==> src/rtl/axis_constant_sequencer.sv <==
// +----------------------------------------------------------------------------+
// | axis_constant_sequencer                                                    |
// | Emits a snapshot of a programmable constant table on AXI-stream per sync.  |
// | Revision: 1.0                                                              |
// +----------------------------------------------------------------------------+
`default_nettype none

module axis_constant_sequencer #(
  parameter int N_CONSTANTS = 4,
  parameter int DATA_WIDTH  = 64,
  parameter int DEST_WIDTH  = 8
) (
  input  logic                  clock,
  input  logic                  reset,
  input  logic                  sync,
  output logic [DATA_WIDTH-1:0] const_out_data,
  output logic [DEST_WIDTH-1:0] const_out_dest,
  output logic                  const_out_valid,
  output logic                  const_out_last,
  input  logic                  const_out_ready,
  input  logic [31:0]           axil_awaddr,
  input  logic                  axil_awvalid,
  output logic                  axil_awready,
  input  logic [31:0]           axil_wdata,
  input  logic [3:0]            axil_wstrb,
  input  logic                  axil_wvalid,
  output logic                  axil_wready,
  output logic [1:0]            axil_bresp,
  output logic                  axil_bvalid,
  input  logic                  axil_bready,
  input  logic [31:0]           axil_araddr,
  input  logic                  axil_arvalid,
  output logic                  axil_arready,
  output logic [31:0]           axil_rdata,
  output logic [1:0]            axil_rresp,
  output logic                  axil_rvalid,
  input  logic                  axil_rready
);

  localparam int          c_IDX_W       = (N_CONSTANTS > 1) ? $clog2(N_CONSTANTS) : 1;
  localparam int          c_HI_W        = DATA_WIDTH - 32;
  localparam logic [3:0]  c_N_MAX       = 4'(N_CONSTANTS);
  localparam logic [31:0] c_ADDR_CTRL   = 32'h0000_0000;
  localparam logic [31:0] c_ADDR_STATUS = 32'h0000_0004;

  typedef enum logic [0:0] {
    ST_IDLE = 1'b0,
    ST_RUN  = 1'b1
  } state_t;

  function automatic logic [31:0] f_merge(input logic [31:0] old_v,
                                          input logic [31:0] new_v,
                                          input logic [3:0]  strb);
    logic [31:0] v;
    v = old_v;
    for (int b = 0; b < 4; b++) begin
      if (strb[b]) v[8*b +: 8] = new_v[8*b +: 8];
    end
    return v;
  endfunction

  state_t                r_state;
  logic                  r_enable;
  logic                  r_one_shot;
  logic [3:0]            r_n_active;
  logic [15:0]           r_overrun;
  logic                  r_bvalid;
  logic                  r_rvalid;
  logic [31:0]           r_rdata;
  logic [c_IDX_W-1:0]    r_idx;
  logic [3:0]            r_n_shadow;
  logic                  r_valid;
  logic                  r_last;
  logic [DATA_WIDTH-1:0] r_data;
  logic [DEST_WIDTH-1:0] r_dest;
  logic [DATA_WIDTH-1:0] r_shadow_data [N_CONSTANTS];
  logic [DEST_WIDTH-1:0] r_shadow_dest [N_CONSTANTS];

  logic [31:0]           w_slot_low    [N_CONSTANTS];
  logic [31:0]           w_slot_high   [N_CONSTANTS];
  logic [DEST_WIDTH-1:0] w_slot_dest   [N_CONSTANTS];
  logic [DATA_WIDTH-1:0] w_slot_data   [N_CONSTANTS];

  logic                  w_wr_fire;
  logic                  w_wr_ctrl;
  logic                  w_wr_status;
  logic [31:0]           w_ctrl_word;
  logic [31:0]           w_ctrl_merged;
  logic                  w_start;
  logic                  w_rd_fire;
  logic [31:0]           w_rd_data;
  logic [3:0]            w_n_eff;
  logic                  w_trigger;
  logic                  w_busy;
  logic                  w_final_hs;
  logic [c_IDX_W-1:0]    w_idx_next;
  logic                  w_last_next;
  logic [DATA_WIDTH-1:0] w_next_data;
  logic [DEST_WIDTH-1:0] w_next_dest;
  logic                  w_unused_ctrl;

  // ---------------- AXI-lite write channel ----------------
  // Address and data are accepted together; one write outstanding at a time.
  assign w_wr_fire     = axil_awvalid & axil_wvalid & ~r_bvalid;
  assign axil_awready  = w_wr_fire;
  assign axil_wready   = w_wr_fire;
  assign axil_bvalid   = r_bvalid;
  assign axil_bresp    = 2'b00;

  assign w_wr_ctrl     = w_wr_fire & (axil_awaddr == c_ADDR_CTRL);
  assign w_wr_status   = w_wr_fire & (axil_awaddr == c_ADDR_STATUS);
  assign w_ctrl_word   = {20'd0, r_n_active, 5'd0, 1'b0, r_one_shot, r_enable};
  assign w_ctrl_merged = f_merge(w_ctrl_word, axil_wdata, axil_wstrb);
  assign w_start       = w_wr_ctrl & axil_wstrb[0] & axil_wdata[2];
  assign w_unused_ctrl = &{1'b0, w_ctrl_merged};

  always_ff @(posedge clock or posedge reset) begin
    if (reset) begin
      r_bvalid <= 1'b0;
    end else if (w_wr_fire) begin
      r_bvalid <= 1'b1;
    end else if (axil_bready) begin
      r_bvalid <= 1'b0;
    end
  end

  // ---------------- Slot table ----------------
  for (genvar gi = 0; gi < N_CONSTANTS; gi++) begin : g_slot
    localparam logic [31:0] c_BASE = 32'(16 + 16 * gi);
    logic [31:0]           r_low;
    logic [31:0]           r_high;
    logic [DEST_WIDTH-1:0] r_dst;
    logic [31:0]           w_dest_merged;
    logic                  w_unused_slot;

    assign w_dest_merged = f_merge(32'(r_dst), axil_wdata, axil_wstrb);
    assign w_unused_slot = &{1'b0, r_high, w_dest_merged};

    always_ff @(posedge clock or posedge reset) begin
      if (reset) begin
        r_low  <= '0;
        r_high <= '0;
        r_dst  <= '0;
      end else if (w_wr_fire) begin
        if (axil_awaddr == c_BASE)         r_low  <= f_merge(r_low, axil_wdata, axil_wstrb);
        if (axil_awaddr == c_BASE + 32'h4) r_high <= f_merge(r_high, axil_wdata, axil_wstrb);
        if (axil_awaddr == c_BASE + 32'h8) r_dst  <= w_dest_merged[DEST_WIDTH-1:0];
      end
    end

    assign w_slot_low[gi]  = r_low;
    assign w_slot_high[gi] = r_high;
    assign w_slot_dest[gi] = r_dst;
    assign w_slot_data[gi] = {r_high[c_HI_W-1:0], r_low};
  end

  // ---------------- Control and status ----------------
  assign w_n_eff    = (r_n_active > c_N_MAX) ? c_N_MAX : r_n_active;
  assign w_trigger  = (sync & r_enable) | w_start;
  assign w_busy     = (r_state == ST_RUN);
  assign w_final_hs = w_busy & r_valid & const_out_ready & r_last;

  always_ff @(posedge clock or posedge reset) begin
    if (reset) begin
      r_enable   <= 1'b0;
      r_one_shot <= 1'b0;
      r_n_active <= 4'd0;
    end else begin
      if (w_wr_ctrl) begin
        r_enable   <= w_ctrl_merged[0];
        r_one_shot <= w_ctrl_merged[1];
        r_n_active <= w_ctrl_merged[11:8];
      end
      // One-shot disarm takes priority over a coincident CTRL write.
      if (w_final_hs && r_one_shot) r_enable <= 1'b0;
    end
  end

  always_ff @(posedge clock or posedge reset) begin
    if (reset) begin
      r_overrun <= 16'd0;
    end else if (w_wr_status) begin
      r_overrun <= 16'd0;
    end else if (w_trigger && w_busy && (r_overrun != 16'hFFFF)) begin
      r_overrun <= r_overrun + 16'd1;
    end
  end

  // ---------------- AXI-lite read channel ----------------
  assign w_rd_fire    = axil_arvalid & ~r_rvalid;
  assign axil_arready = ~r_rvalid;
  assign axil_rvalid  = r_rvalid;
  assign axil_rdata   = r_rdata;
  assign axil_rresp   = 2'b00;

  always_comb begin
    w_rd_data = 32'd0;
    if (axil_araddr == c_ADDR_CTRL)   w_rd_data = w_ctrl_word;
    if (axil_araddr == c_ADDR_STATUS) w_rd_data = {r_overrun, 15'd0, w_busy};
    for (int i = 0; i < N_CONSTANTS; i++) begin
      if (axil_araddr == 32'(16 + 16 * i))     w_rd_data = w_slot_low[i];
      if (axil_araddr == 32'(16 + 16 * i + 4)) w_rd_data = w_slot_high[i];
      if (axil_araddr == 32'(16 + 16 * i + 8)) w_rd_data = 32'(w_slot_dest[i]);
    end
  end

  always_ff @(posedge clock or posedge reset) begin
    if (reset) begin
      r_rvalid <= 1'b0;
      r_rdata  <= 32'd0;
    end else if (w_rd_fire) begin
      r_rvalid <= 1'b1;
      r_rdata  <= w_rd_data;
    end else if (axil_rready) begin
      r_rvalid <= 1'b0;
    end
  end

  // ---------------- Sequencer ----------------
  assign w_idx_next  = r_idx + c_IDX_W'(1);
  assign w_last_next = (4'(w_idx_next) == (r_n_shadow - 4'd1));

  always_comb begin
    w_next_data = '0;
    w_next_dest = '0;
    for (int i = 0; i < N_CONSTANTS; i++) begin
      if (c_IDX_W'(i) == w_idx_next) begin
        w_next_data = r_shadow_data[i];
        w_next_dest = r_shadow_dest[i];
      end
    end
  end

  always_ff @(posedge clock or posedge reset) begin
    if (reset) begin
      r_state    <= ST_IDLE;
      r_idx      <= '0;
      r_n_shadow <= 4'd0;
      r_valid    <= 1'b0;
      r_last     <= 1'b0;
      r_data     <= '0;
      r_dest     <= '0;
      for (int i = 0; i < N_CONSTANTS; i++) begin
        r_shadow_data[i] <= '0;
        r_shadow_dest[i] <= '0;
      end
    end else begin
      case (r_state)
        ST_IDLE: begin
          if (w_trigger && (w_n_eff != 4'd0)) begin
            for (int i = 0; i < N_CONSTANTS; i++) begin
              r_shadow_data[i] <= w_slot_data[i];
              r_shadow_dest[i] <= w_slot_dest[i];
            end
            r_n_shadow <= w_n_eff;
            r_idx      <= '0;
            r_valid    <= 1'b1;
            r_data     <= w_slot_data[0];
            r_dest     <= w_slot_dest[0];
            r_last     <= (w_n_eff == 4'd1);
            r_state    <= ST_RUN;
          end
        end
        ST_RUN: begin
          if (r_valid && const_out_ready) begin
            if (r_last) begin
              r_valid <= 1'b0;
              r_last  <= 1'b0;
              r_idx   <= '0;
              r_state <= ST_IDLE;
            end else begin
              r_idx  <= w_idx_next;
              r_data <= w_next_data;
              r_dest <= w_next_dest;
              r_last <= w_last_next;
            end
          end
        end
        default: r_state <= ST_IDLE;
      endcase
    end
  end

  assign const_out_valid = r_valid;
  assign const_out_last  = r_last;
  assign const_out_data  = r_data;
  assign const_out_dest  = r_dest;

endmodule

`default_nettype wire

==> config.mk <==
export PLATFORM = sky130hd
export DESIGN_NAME = axis_constant_sequencer
export DESIGN_NICKNAME = d
export VERILOG_FILES = /design/src/rtl/axis_constant_sequencer.sv
export SDC_FILE = /design/constraint.sdc
export NUM_CORES = 2
export LEC_CHECK = 0
export ABC_AREA = 0
export CORE_MARGIN = 3
export CORE_UTILIZATION = 45
export DETAILED_ROUTE_END_ITERATION = 16
export HOLD_SLACK_MARGIN = 0.06
export PLACE_DENSITY = 0.75
export SLEW_MARGIN = 25
export SYNTH_ARGS = -nofsm -noshare
export SYNTH_HDL_FRONTEND = slang
export SYNTH_SLANG_ARGS = --single-unit
==> constraint.sdc <==
create_clock -name clock -period 28.9 [get_ports clock]
set_input_delay 4.335 -clock clock [delete_from_list [all_inputs] [get_ports clock]]
set_output_delay 4.335 -clock clock [all_outputs]
set_load 0.03 [all_outputs]
======== Word-level counts from Yosys, hierarchy flattened ========
Index checks and enable logic that the tools add are counted.
word-level totals
  register bits ........................... 713
  bits of input ports ..................... 109
  output and inout bits ................... 115
  word-level logic and storage cells ...... 226
operators by class
  $add $sub $neg .......................... 3
  magnitude comparators ................... 1
  equal/unequal tests ..................... 36
  muxes and demuxes ....................... 56
  bitwise gates (word level) .............. 15
  reductions and logical operators ........ 57
operators by type and width
  kind                                                              count
  64-bit two-way mux                                                7
  32-bit two-way mux                                                13
  32-bit by 6-bit == test with 1-bit output, second input constant  12
  32-bit by 5-bit == test with 1-bit output, second input constant  6
  32-bit by 7-bit == test with 1-bit output, second input constant  6
  64-bit one-hot mux with 2 select lines                            1
  3-bit AND reduction                                               38
  32-bit by 3-bit == test with 1-bit output, second input constant  2
  32-bit logical NOT                                                2
  8-bit two-way mux                                                 7
  16-bit two-way mux                                                2
  16-bit by 1-bit adder with 16-bit output, second input constant   1
  1-bit two-way mux                                                 16
  16-bit inequality test, second input constant                     1
  8-bit one-hot mux with 2 select lines                             1
  12-bit two-way mux                                                1
  1-bit bitwise AND                                                 11
  2-bit AND reduction                                               5
  2-bit nonzero test                                                5
  2-bit two-way mux                                                 3
  1-bit one-hot mux with 2 select lines                             3
  1-bit logical AND                                                 5
  2-bit == test, first input constant                               2
  2-bit by 4-bit == test with 1-bit output                          1
  other kinds (13)                                                  17

======== Depth between registers and ports, before layout ========
  depth after elaboration ................. 15
  gate-level depth with buffers ........... 12
  gate-level depth less buffers ........... 9

======== Worst setup path after synthesis ========
No wires, ideal clock.
  path kind ............................... input to output
  start ................................... in axil_wvalid
  end ..................................... out axil_wready
  arrival ................................. 5.145 ns
  slack ................................... 19.420 ns
  stages on the path ...................... 3
  buffers on the path ..................... 2
  path through ............................ and3b_1 > clkbuf_1 > buf_4
between the ends
  word-level cells in the longest chain between the ends .. 2
ends and longest elaborated chain
  element                          RTL line  RTL
  from (decl)                      26        input logic axil_wvalid,
  1-bit bitwise AND (2 in series)  104       assign w_wr_fire = axil_awvalid & axil_wvalid & ~r_bvalid;
  to (decl)                        27        output logic axil_wready,
No other way between the ends.

======== Worst setup path in the final report ========
  start ................................... in axil_awvalid
  end ..................................... out axil_wready
between the ends
  word-level cells in the longest chain between the ends .. 2
ends and longest elaborated chain
  element                          RTL line  RTL
  from (decl)                      22        input logic axil_awvalid,
  1-bit bitwise AND (2 in series)  104
No other way between the ends.

==> results.ini <==
[synthesis]
synth_mux_area_share_pct = 23.9
synth_cell_types = 68
yosys.area_share.xor_xnor_pct = 0.438
ys_seq_elements = 713
ys.warnings.count = 0
synth-main-ff-cell = dfrtp_1
synth_top_area_share_pct = 52.5
synth_edf_count = 0
synth_top_cell_by_area = dfrtp_1
synth_area_per_cell_um2 = 12.1
syn_inst = 2814
syn-cell-area_um2 = 34000
synth_compound_area_share_pct = 10.5
synth_top_family_by_area = multiplexers
yosysSeqAreaShare_pct = 52.5
synth.area.top_cells = dfrtp_1 (52%), mux2_2 (12%), mux2_4 (8.8%), a21oi_1 (4.8%), mux2_1 (2.6%)
synth-async-reset-ratio_pct = 100
synth_adder_area_share_pct = 0.221
synthSimpleGateAreaFrac_pct = 9.38

[clock_network]
clockBufferDepth = 3
cts_sinks = 713
cts_inserted_buffers = 76
cts_tree = built
ctsHoldBuffers = 0
cts_resized = 0
h-tree-depth = 3
clk_pin_slew_worst_paths_ns = 0.05
postCtsSetupBuffers = 0
clk-insertion-delay-late_ns = 0.62
root_buffer = clkbuf_16

[grt]
grt_max_degree = 162
antenna_found_initial = 9
overflow = 0
grt_pass1_vias = 24400
grt_pass1_wl_mm = 154
track_usage_pct = 25.7

[detailed_routing]
wl_mm = 103
drt_iter0_markers = 2627
ant_nets = 0
firstDrtPassIters = 8
drc = 0
vias_per_cell = 6.13
drt-wirelength-per-cell_um = 25.5
vias = 24600

[place]
placed_cells = 3869
dp_hpwl_mm = 65.5
routabilityCongestion = 0.937
portBuffers = 219

[floorplanning]
core_um2 = 74700
rows = 100
start_util_pct = 45.5
ios = 224
die_h_um = 281
die-area_um2 = 78900
die_w_um = 281

[layout]
drive_gt1_share_pct = 25.9
stdcell_count = 4013
final_core_util_pct = 52.9
finalNetCount = 3095
syn_to_final_growth_pct = 16.2
num-fill-cells = 6289

[sta]
tightest_slew_ns = 1.10
fin_crit_sh_pct = 36.0
max_freq_ghz = 0.0961
setup_viol = 0
fin_setup_tns_ns = 0
rsz0062_at_grt = false
max-slew-margin-rel_pct = 26.3
slew_violations = 0
hold_viol_final = 0
fin_crit_ns = 10.40
clock_skew_ns = 0.0218
whs_ns = 0.485

[min_path]
min_path_type = reg2reg
min_path_cells = 1

[flow_run]
cap_viol_max_count = 0

[critical_path]
arrival_ns = 6.07
r2r_cells = 7
crit_path_max_fanout = 9
crit_path_end_kind = output port
crit_type = in2out
worstSetupStartpointType = input pin
crit_required_ns = 24.57

[power]
ir_worst_vdd_mv = 0.0372
leakage_uw = 0.0190
power_density_nw_per_um2 = 52.4
p_total_uw = 2070

[outcome]
run_status = finished clean

[final timing paths]
check	startpoint	endpoint	slack [ns]
worst max-delay path	axil_awvalid	axil_wready	18.50
worst min-delay path	const_out_data[61]	const_out_data[61]	0.48
worst max register to register	axil_bvalid	r_shadow_data[60]	24.37
worst min register to register	const_out_data[61]	const_out_data[61]	0.48
max in group asynchronous	reset	const_out_data[52]	21.90
min in group asynchronous	reset	const_out_dest[5]	4.10
[kinds of logic (layout without fill, tap and decap cells)]
kind of cell	count (synthesis)	after routing
other	1	10
muxes	656	656
buffers and inverters	201	422
DFF	713	713
and+or+nand+nor	630	630
adders and majority gates	6	6
xor gates and xnor gates	17	17
AOI/OAI and AO/OA	590	590
[per-layer routing]
layer,global-route usage (%),share of wire (%)
met3,5.73,9.5
met2,39.6,45
met5,0,0.044
met1,35.4,42
met4,10.2,3.8
[layout by cell type, fill, tap and decap left out, types with 6 or more instances in the layout]
master           synthesis  layout
a21oi_1                327     327
a221oi_1                23      23
a22o_1                   6       6
a22oi_1                 43      43
a2bb2oi_1               19      19
buf_4                    6      46
clkbuf_1               114      23
clkbuf_16                0      79
clkbuf_8                 0      14
clkdlybuf4s50_1          0     219
clkinv_2                 0      13
dfrtp_1                713     712
diode_2                  0       6
inv_1                   16      15
mux2_1                  78      78
mux2_2                 371     371
mux2_4                 200     200
mux2i_1                  7       7
nand2_1                184     183
nand2b_1                11      11
nand3_1                 26      26
nand3b_1                78      78
nand4_1                 10      10
nor2_1                 212     210
nor3_1                  15      14
nor4_1                  25      24
nor4_2                  14       6
nor4_4                   3      12
o211ai_1                11      11
o21ai_0                 57      57
o21ai_1                 21      21
o221ai_1                34      34
o22a_1                   7       7
or2_2                   10      10
or3_1                    9       8
xnor2_1                 13      13
[cells in the mapped netlist (all sizes together), types with 9 or more instances]
library cell and n:
nand3b 78, or2 10, nor2 212, dfrtp 713, nor4 42, o221ai 34, o211ai 11, nor3 16
nand3 26, mux2 649, a2bb2oi 19, nand4 12, or3 9, a21oi 327, nand2 185, nand2b 11
xnor2 13, inv 16, o21ai 79, buf 71, clkbuf 114, a22oi 43, a221oi 23
[flip-flops by register name, indices dropped and copies added (netlist names), 4 cells and up]
name / count
axil_rdata: 32
const_out_data: 64
const_out_dest: 8
g_slot.r_dst: 32
g_slot.r_high: 128
g_slot.r_low: 128
r_n_active: 4
r_n_shadow: 4
r_overrun: 16
r_shadow_data: 256
r_shadow_dest: 32
[critical path: stages]
cell,delay (ns)
clkdlybuf4s50_1,0.46
and3b_1,0.49
clkdlybuf4s50_1,0.78
[cell type report]
class | count | area [um^2] | area share, %
antenna | 6 | 15.0 | 0.0380
clock buffer | 116 | 2260 | 5.71
clock inverter | 20 | 191 | 0.484
inverter | 16 | 67.6 | 0.171
multi-input combinational | 1903 | 15300 | 38.7
sequential | 713 | 17800 | 45.1
tap | 969 | 1210 | 3.07
timing repair buffer | 270 | 2630 | 6.65
[through the flow]
step                      area, um^2  worst slack, ns
after global placement         37000            18.55
after CTS                      39500            18.53
after global routing           39500            18.45
after detailed placement       37000            18.54
after floorplan                34000             4.57
final                          39500            18.50
[report_power, final]
| group | total, uW | internal (uW) | switching (uW) |
|---|---|---|---|
| Clock | 969 | 565 | 404 |
| Sequential | 1010 | 1000 | 5.03 |
| Combinational | 95.3 | 32.5 | 62.8 |
Power figures use the tool's default switching activity.
